`config.mk`:
```
export PLATFORM = sky130hd
export DESIGN_NAME = cmp_result_packer
export DESIGN_NICKNAME = d
export VERILOG_FILES = /design/src/rtl/cmp_result_packer.sv
export SDC_FILE = /design/constraint.sdc
export NUM_CORES = 1
export LEC_CHECK = 0
export CAP_MARGIN = 10
export CORE_ASPECT_RATIO = 0.7
export CORE_UTILIZATION = 58
export DETAILED_ROUTE_END_ITERATION = 8
export MAX_ROUTING_LAYER = met4
export PLACE_DENSITY = 0.85
export RECOVER_POWER = 100
export SLEW_MARGIN = 20
export SYNTH_ARGS = -nofsm -noshare
export SYNTH_HDL_FRONTEND = slang
export SYNTH_SLANG_ARGS = --single-unit
```
`constraint.sdc`:
```
create_clock -name clk -period 3.8 [get_ports clk]
set_input_delay 0.76 -clock clk [delete_from_list [all_inputs] [get_ports clk]]
set_output_delay 0.76 -clock clk [all_outputs]
set_load 0.05 [all_outputs]
```
`src/rtl/cmp_result_packer.sv`:
```
// rtl/cmp_result_packer.sv - packs 1-bit comparator results LSB-first into W-bit words with hit statistics
module cmp_result_packer #(
    parameter int W     = 8,
    parameter int HIT_W = 16
) (
    input  logic                     clk,
    input  logic                     rst_n,
    input  logic                     in_valid,
    output logic                     in_ready,
    input  logic                     in_bit,
    input  logic                     in_last,
    output logic                     out_valid,
    input  logic                     out_ready,
    output logic [W-1:0]             out_word,
    output logic [$clog2(W+1)-1:0]   out_count,
    output logic [$clog2(W+1)-1:0]   out_hits,
    input  logic                     clr_stats,
    output logic [HIT_W-1:0]         total_hits,
    output logic                     hits_ovf
);

    localparam int CW = $clog2(W+1);
    localparam logic [0:0] S_EMPTY = 1'b0;
    localparam logic [0:0] S_FILL  = 1'b1;
    localparam logic [HIT_W-1:0] HIT_MAX = '1;

    logic [0:0]    state;
    logic [W-1:0]  acc;
    logic [CW-1:0] cnt;
    logic [CW-1:0] acc_hits;

    logic          accept;
    logic          close;
    logic [CW-1:0] wr_pos;
    logic [CW-1:0] cnt_next;
    logic [CW-1:0] hits_next;
    logic [W-1:0]  hit_mask;
    logic [W-1:0]  acc_next;

    // Ready depends only on the output register, never on in_valid.
    assign in_ready = ~out_valid | out_ready;
    assign accept   = in_valid & in_ready;

    always_comb begin
        wr_pos    = (state == S_EMPTY) ? '0 : cnt;
        cnt_next  = wr_pos + CW'(1);
        hits_next = ((state == S_EMPTY) ? '0 : acc_hits) + CW'(in_bit);
        hit_mask  = W'(in_bit) << wr_pos;
        acc_next  = ((state == S_EMPTY) ? '0 : acc) | hit_mask;
        close     = in_last | (cnt_next == CW'(W));
    end

    always_ff @(posedge clk or negedge rst_n) begin
        if (!rst_n) begin
            state     <= S_EMPTY;
            acc       <= '0;
            cnt       <= '0;
            acc_hits  <= '0;
            out_valid <= 1'b0;
            out_word  <= '0;
            out_count <= '0;
            out_hits  <= '0;
        end else begin
            if (out_ready) begin
                out_valid <= 1'b0;
            end
            if (accept) begin
                if (close) begin
                    // Closing bit goes straight into the output register.
                    out_word  <= acc_next;
                    out_count <= cnt_next;
                    out_hits  <= hits_next;
                    out_valid <= 1'b1;
                    acc       <= '0;
                    cnt       <= '0;
                    acc_hits  <= '0;
                    state     <= S_EMPTY;
                end else begin
                    acc      <= acc_next;
                    cnt      <= cnt_next;
                    acc_hits <= hits_next;
                    state    <= S_FILL;
                end
            end
        end
    end

    always_ff @(posedge clk or negedge rst_n) begin
        if (!rst_n) begin
            total_hits <= '0;
            hits_ovf   <= 1'b0;
        end else if (clr_stats) begin
            total_hits <= '0;
            hits_ovf   <= 1'b0;
        end else if (accept && in_bit) begin
            if (total_hits == HIT_MAX) begin
                hits_ovf <= 1'b1;
            end else begin
                total_hits <= total_hits + HIT_W'(1);
            end
        end
    end

endmodule

```
# Word-level counts from Yosys, hierarchy flattened
# Index checks and enable logic that the tools add are counted.
dict set report totals {
  regBits 51
  latch_bits 0
  mem_bits_rw 0
  mem_bits_ro 0
  input_bits 7
  out_inout_bits 35
  elab_cells 44
  memories 0
}
dict set report classes {
  add_sub_neg 3
  multipliers 0
  div_mod_pow 0
  order_cmp 0
  eq_ne 3
  shifts 1
  mux 16
  bitwise_logic 5
  reduce_logical 6
}
# cell n
set op_table {}
lappend op_table {{$mux 16} 3}
lappend op_table {{$add 16x1->16 const B} 1}
lappend op_table {{$eq 16x16->1 const B} 1}
lappend op_table {{$mux 4} 4}
lappend op_table {{$mux 8} 2}
lappend op_table {{$or 8x8->8} 1}
lappend op_table {{$shl 1x4->8} 1}
lappend op_table {{$mux 1} 7}
lappend op_table {{$reduce_and 2->1} 3}
lappend op_table {{$add 4x1->4} 1}
lappend op_table {{$add 4x1->4 const B} 1}
lappend op_table {{$eq 4x4->1 const B} 1}
lappend op_table {{$reduce_bool 2->1} 2}
lappend op_table {{$ne 2x2->1 const B} 1}
lappend op_table {{$or 1x1->1} 2}
lappend op_table {{$and 1x1->1} 1}
lappend op_table {{$logic_and 1x1->1} 1}
lappend op_table {{$not 1->1} 1}

# Logic depth before layout (Yosys ltp)
# Gate-level depths: netlist of the first run.
dict set report logic_depth {
  word_depth 6
  ltp_mapped 9
  ltp_nobuf 7
}

# Worst setup path before layout of the first run
# Ideal clock, no wire load.
dict set report synth_path {
  kind {input -> register}
  startpoint {input out_ready}
  endpoint {register total_hits[14]}
  t_arrival_ps 2066
  path_slack_ps 1609
  cell_stages 5
  cell_sequence {nand2b_1 buf_2 nand4_2 nor4_1 mux2_2}
}
dict set report synth_between {
  elab_chain_cells 5
}
# item line_no
set synth_lines {}
lappend synth_lines {{start: declaration} 13} ;# input logic out_ready,
lappend synth_lines {{$or 1x1->1} 41} ;# assign in_ready = ~out_valid | out_ready;
lappend synth_lines {{net in_ready} 9} ;# output logic in_ready,
lappend synth_lines {{$and 1x1->1} 42} ;# assign accept = in_valid & in_ready;
lappend synth_lines {{$logic_and 1x1->1} 95} ;# end else if (accept && in_bit) begin
lappend synth_lines {{$reduce_bool 2->1 (no source line)} -}
lappend synth_lines {{$reduce_and 2->1 (no source line)} -}
lappend synth_lines {{end signal: assignment} 99} ;# total_hits <= total_hits + HIT_W'(1);
lappend synth_lines {{end: declaration} 18} ;# output logic [HIT_W-1:0] total_hits,
# The timed path passes the listed nets, and every way through them passes these cells.
# A chain may end at the register's enable or synchronous reset.

# Worst setup path after layout of the first run
dict set report layout_path {
  startpoint {input out_ready}
  endpoint {output in_ready}
}
dict set report layout_between {
  elab_chain_cells 1
}
# item line_no
set layout_lines {}
lappend layout_lines {{$or 1x1->1} 41}
lappend layout_lines {{end: declaration} 9}
# Every way passes these cells.

==> results.cfg, run 1 <==
[status]
status = finished, violations left
violations = max-capacitance violations, max-slew violations

[setup_path]
max_stage_delay_ns = 0.88
cp.arrival_ns = 2.57
worstSetupPathType = in2out
cp_max_fo = 10
critPathCaptureType = output port
required_ns = 3.04
crit_slowest_cell = clkdlybuf4s50_1
worst_setup_path_start_kind = input port
path_cells = dlygate4sd3_1, nand2b_1, clkbuf_1, clkdlybuf4s50_1
reg2reg_to = out_word[0]
worstReg2RegStart = out_valid
r2r_cells = 6
r2r_slack_ns = 1.23

[layout]
nets = 311
final_cell_area_um2 = 3180
seq_area_um2 = 1280
fillCellCount = 318
multiInputGateArea_um2 = 1250
fin_util = 0.725
drive_above_1_share = 0.103
stdcell_count = 356
antennaDiodeCount = 0
area_delta_synth_final_pct = 18.5

[placed_design]
post-dp-hpwl_um = 4170
place_inst = 348
place.gp.congestion = 0.894
port_buffers = 41
placed_cell_area_um2 = 3110

[timing]
tightest_slew_ns = 1.54
slew_violations = 31
finalSetupViolations = 0
min_period_ns = 3.33
fmax_mhz = 300
rsz0062_at_grt = no
fin_tns_setup_ns = 0
hold_viol = 0
slew_headroom = -0.0275
finClkSkew_ns = 0.00761
period_share = 0.877

[synth]
syn-mean-instance-area_um2 = 10.2
ys_types = 44
ys_ff_latch = 51
synth-seq-area-share = 0.476
synth_area_um2 = 2680
syn_nets = 275
synthCells = 264
yosysWarnings = 0

[grt]
grt_pass1_wl_um = 9550
grt_pass1_vias = 1940
grt_overflow_total = 0
gr-usage-all-layers = 0.258
grt_max_degree = 31
antenna_found_initial = 0

[clocking]
cts.sinks = 51
clk_latency_ns = 0.31
cts_made_buffers = 5
tritoncts = built
post_cts_resized = 0
clk_pin_slew_ns = 0.09
cts_setup_buffers = 0
root_buffer = clkbuf_8
clk_path_buf_depth = 2
postCtsHoldBufs = 0
h-tree-depth = 2

[floorplan]
die_y_um = 58.9
die_w_um = 83.3
core_um2 = 4380
fp.dieArea_um2 = 4900
io_pins = 42
row_count = 20
initial_core_util = 0.612

[worst_hold_path]
min_from = out_word[0]
hold_depth = 1
min_to = out_word[0]
holdCritPathClass = reg2reg

[power]
vdd.ir_drop.worst_mv = 0.213
p_per_area_nw_per_um2 = 353
leakagePower_uw = 0.00147
power_uw = 1120

[route]
route.detailed.drc = 0
vias = 2185
viasPerCell = 6.14
ant_nets = 0
wl_um = 5950
first_pass_iters = 4
wl_per_cell_um = 16.7
first_iter_violations = 249

[flow_run]
maxCapViolCount = 1
## registers in the layout (all words and copies together) (netlist names)
name / cells
out_valid: 1
state: 1
acc_hits: 4
acc: 8
out_count: 4
cnt: 4
total_hits: 16
out_word: 8
out_hits: 4
hits_ovf: 1
## critical path: cells and delay by family
kind                   cells  cell delay (ns)
buffers and inverters      3             1.72
and+or+nand+nor            1             0.09
## synthesized netlist by cell type, drive strengths merged
library cell   n  area share
buf            7       0.015
nand4          6       0.019
or4            4       0.011
a32o           8       0.030
nor4           6       0.014
xnor2          5       0.016
nand3b         2      0.0056
a21bo          2      0.0075
a41oi          1      0.0033
and2           6       0.014
o31ai          7       0.021
mux2i         12       0.045
nor2b          9       0.021
o21ba          1      0.0037
a21oi         14       0.029
nor2          15       0.021
ha             4       0.019
a21o           1      0.0028
o22ai          1      0.0023
nand2         23       0.032
o21a           1      0.0028
clkbuf         9       0.013
a22o           1      0.0033
nor3          10       0.023
a31oi          3      0.0070
dfrtp         51        0.48
mux2          15       0.063
o21ai          6       0.013
nand2b         4      0.0093
nand3          8       0.017
inv           15       0.021
and4           1      0.0042
or2            1      0.0023
and3           2      0.0047
a211oi         3      0.0084
## area by class of cell
type / count / share of cell area
Clock buffer: 8 / 0.0315
Timing Repair Buffer: 45 / 0.133
Tap cell: 55 / 0.0217
Sequential cell: 51 / 0.402
Multi-Input combinational cell: 182 / 0.394
Inverter: 15 / 0.0177
## metal layers
metal  up-vias  share of wire  track usage
met1      1070           0.49        0.382
met3         7          0.071       0.0477
met4         0         0.0094       0.0690
met5         -              0            -
met2        91           0.43        0.368
li1       1017              -            -
## cell families after synthesis
logic type | Yosys count | share of synthesized area
AND/OR/NAND/NOR | 97 | 0.198
flip-flops | 51 | 0.476
AO/OA/AOI/OAI | 49 | 0.134
buffers and inverters | 31 | 0.0495
multiplexers | 27 | 0.108
XOR/XNOR | 5 | 0.0163
adder cells (fa/ha/maj) | 4 | 0.0187
## stage by stage
step,hold WS [ns],worst slack [ns]
global route,0.530,0.383
floorplan,0.442,1.61
finish,0.508,0.469
global placement,0.456,0.774
CTS,0.494,0.746
detailed placement,0.491,0.757
## placed cells by master, fill, tap and decap left out, drive strengths merged, types with 7 or more instances in the layout
cell and instances:
o31ai 7, clkbuf 12, nand2 23, dfrtp 51, inv 15, mux2i 12
a32o 8, nor3 10, nor2b 9, dlygate4sd3 35, a21oi 14, nor2 15
mux2 15, nand3 8
## worst max-delay path by stage
stage,from,to,cells after the start
after detailed placement,out_ready,in_ready,4
after CTS,out_ready,in_ready,4
after floorplan,out_ready,total_hits[14],5
after global routing,out_ready,in_ready,4
final,out_ready,in_ready,4
after global placement,out_ready,in_ready,4
## power breakdown
group	internal, uW	leakage [uW]	switching, uW
combinational	60.5	0.000728	130
sequential	566	0.000695	20.9
clock	167	0.0000515	178
No activity file was read; power rests on OpenSTA's default activity.
==> inputs of run 2 (changes only) <==
--- a/config.mk
+++ b/config.mk
@@ -6,7 +6,7 @@
 export NUM_CORES = 1
 export LEC_CHECK = 0
 export CAP_MARGIN = 10
-export CORE_ASPECT_RATIO = 0.7
+export CORE_ASPECT_RATIO = 1.2
 export CORE_UTILIZATION = 58
 export DETAILED_ROUTE_END_ITERATION = 8
 export MAX_ROUTING_LAYER = met4
==> results.cfg, run 2 (synthesis results as in run 1) <==
[timing]
finalSetupViolations = 0
hold_viol = 0
worst_slack_ns = 0.648
fmax_mhz = 317
fin_tns_setup_ns = 0
tightest_slew_ns = 2.56
whs_ns = 0.485
rsz0062_at_grt = no
slew_violations = 51
finClkSkew_ns = 0.00762
period_share = 0.829
slew_headroom = -0.710
min_period_ns = 3.15

[power]
p_per_area_nw_per_um2 = 335
p_sw_uw = 305
leakagePower_uw = 0.00146
vdd.ir_drop.worst_mv = 0.331
switching_share = 0.289
comb_power_share = 0.178
seqPwrFrac = 0.555
internal_power_uw = 749
clkPwrFrac = 0.266

[clocking]
root_buffer = clkbuf_8
h-tree-depth = 2
clk_pin_slew_ns = 0.08
cts_setup_buffers = 0
clk_latency_ns = 0.30
postCtsHoldBufs = 0
post_cts_resized = 0
clk_path_buf_depth = 2
tritoncts = built
cts.sinks = 51
cts_made_buffers = 5

[flow_run]
maxCapViolCount = 1

[layout]
antennaDiodeCount = 0
drive_above_1_share = 0.0970
nets = 311
regMostFlops = total_hits
largest_registers = total_hits x16, acc x8, out_word x8
mostFrequentLayoutCell = dfrtp_1
area_delta_synth_final_pct = 17.5
layout_common_cells = dfrtp_1, dlygate4sd3_1, nand2_1
largest_reg_flops = 16
fin_util = 0.723

[floorplan]
initial_core_util = 0.615
row_count = 26
die_w_um = 64.1
core_um2 = 4360
fp.dieArea_um2 = 4900
io_pins = 42
die_y_um = 76.5

[route]
ant_nets = 0
wl_um = 5390
wl_per_cell_um = 15.2
viasPerCell = 5.93
first_pass_iters = 4
first_iter_violations = 244
vias = 2105
route.detailed.drc = 0

[setup_path]
worst_setup_path_start_kind = input port
cp.arrival_ns = 3.33
required_ns = 3.98
critPathCaptureType = register
worstSetupPathType = in2reg
cp_max_fo = 17

[grt]
grt_max_degree = 51
grt_pass1_vias = 2125
grt_overflow_total = 0
grt_pass1_wl_um = 9340
antenna_found_initial = 0
gr-usage-all-layers = 0.253

[placed_design]
place_ws_ns = 0.854
port_buffers = 41
post-dp-hpwl_um = 3750
place.gp.congestion = 0.871

[worst_hold_path]
holdCritPathClass = reg2reg

[status]
status = finished, violations left
violations = max-capacitance violations, max-slew violations
[run 2: final cells by class]
class / instances / area (um^2)
Clock buffer: 6 / 72.6
Inverter: 15 / 56.3
Sequential cell: 51 / 1280
Tap cell: 56 / 70.1
Fill cell: 351 / 1210
Timing Repair Buffer: 45 / 423
Multi-Input combinational cell: 182 / 1250
[run 2: worst max-delay path, cell delays in order]
cell and delay, ns:
clkdlybuf4s50_1 0.45, nand2b_1 0.15, clkbuf_1 0.33, and2_1 0.18, clkbuf_1 0.55, o21ai_2 0.50, mux2_2 0.41
[run 2: power groups by stage]
stage | sequential, uW | combinational [uW] | clock, uW
floorplan | 642 | 86.0 | 0
global placement | 596 | 193 | 0
detailed placement | 596 | 198 | 0
CTS | 586 | 199 | 292
global route | 589 | 201 | 313
finish | 585 | 188 | 281
[run 2: final timing paths]
check                            start              to  slack, ns  cells after the start
min in group asynchronous        rst_n  total_hits[10]       1.25                      1
setup reg to reg             out_valid     out_word[0]       1.20                      6
setup / recovery             out_ready     out_word[0]       0.65                      7
hold / removal             acc_hits[0]     acc_hits[0]       0.49                      2
hold reg to reg            acc_hits[0]     acc_hits[0]       0.49                      2
max in group asynchronous        rst_n     out_word[1]       1.09                      1
[run 2: through the flow]
step                total power (uW)  cell area (um^2)  std cells
floorplan                        728              2680        264
global placement                 789              3110        349
detailed placement               795              3110        349
CTS                             1080              3180        355
global route                    1100              3150        355
finish                          1050              3150        355
[run 2: layer usage]
layer,global-route usage,vias up,routed length (um)
li1,-,1016,-
met1,0.285,1024,2280
met2,0.432,59,2850
met3,0.0584,6,193
met4,0.0955,0,58
met5,-,-,0
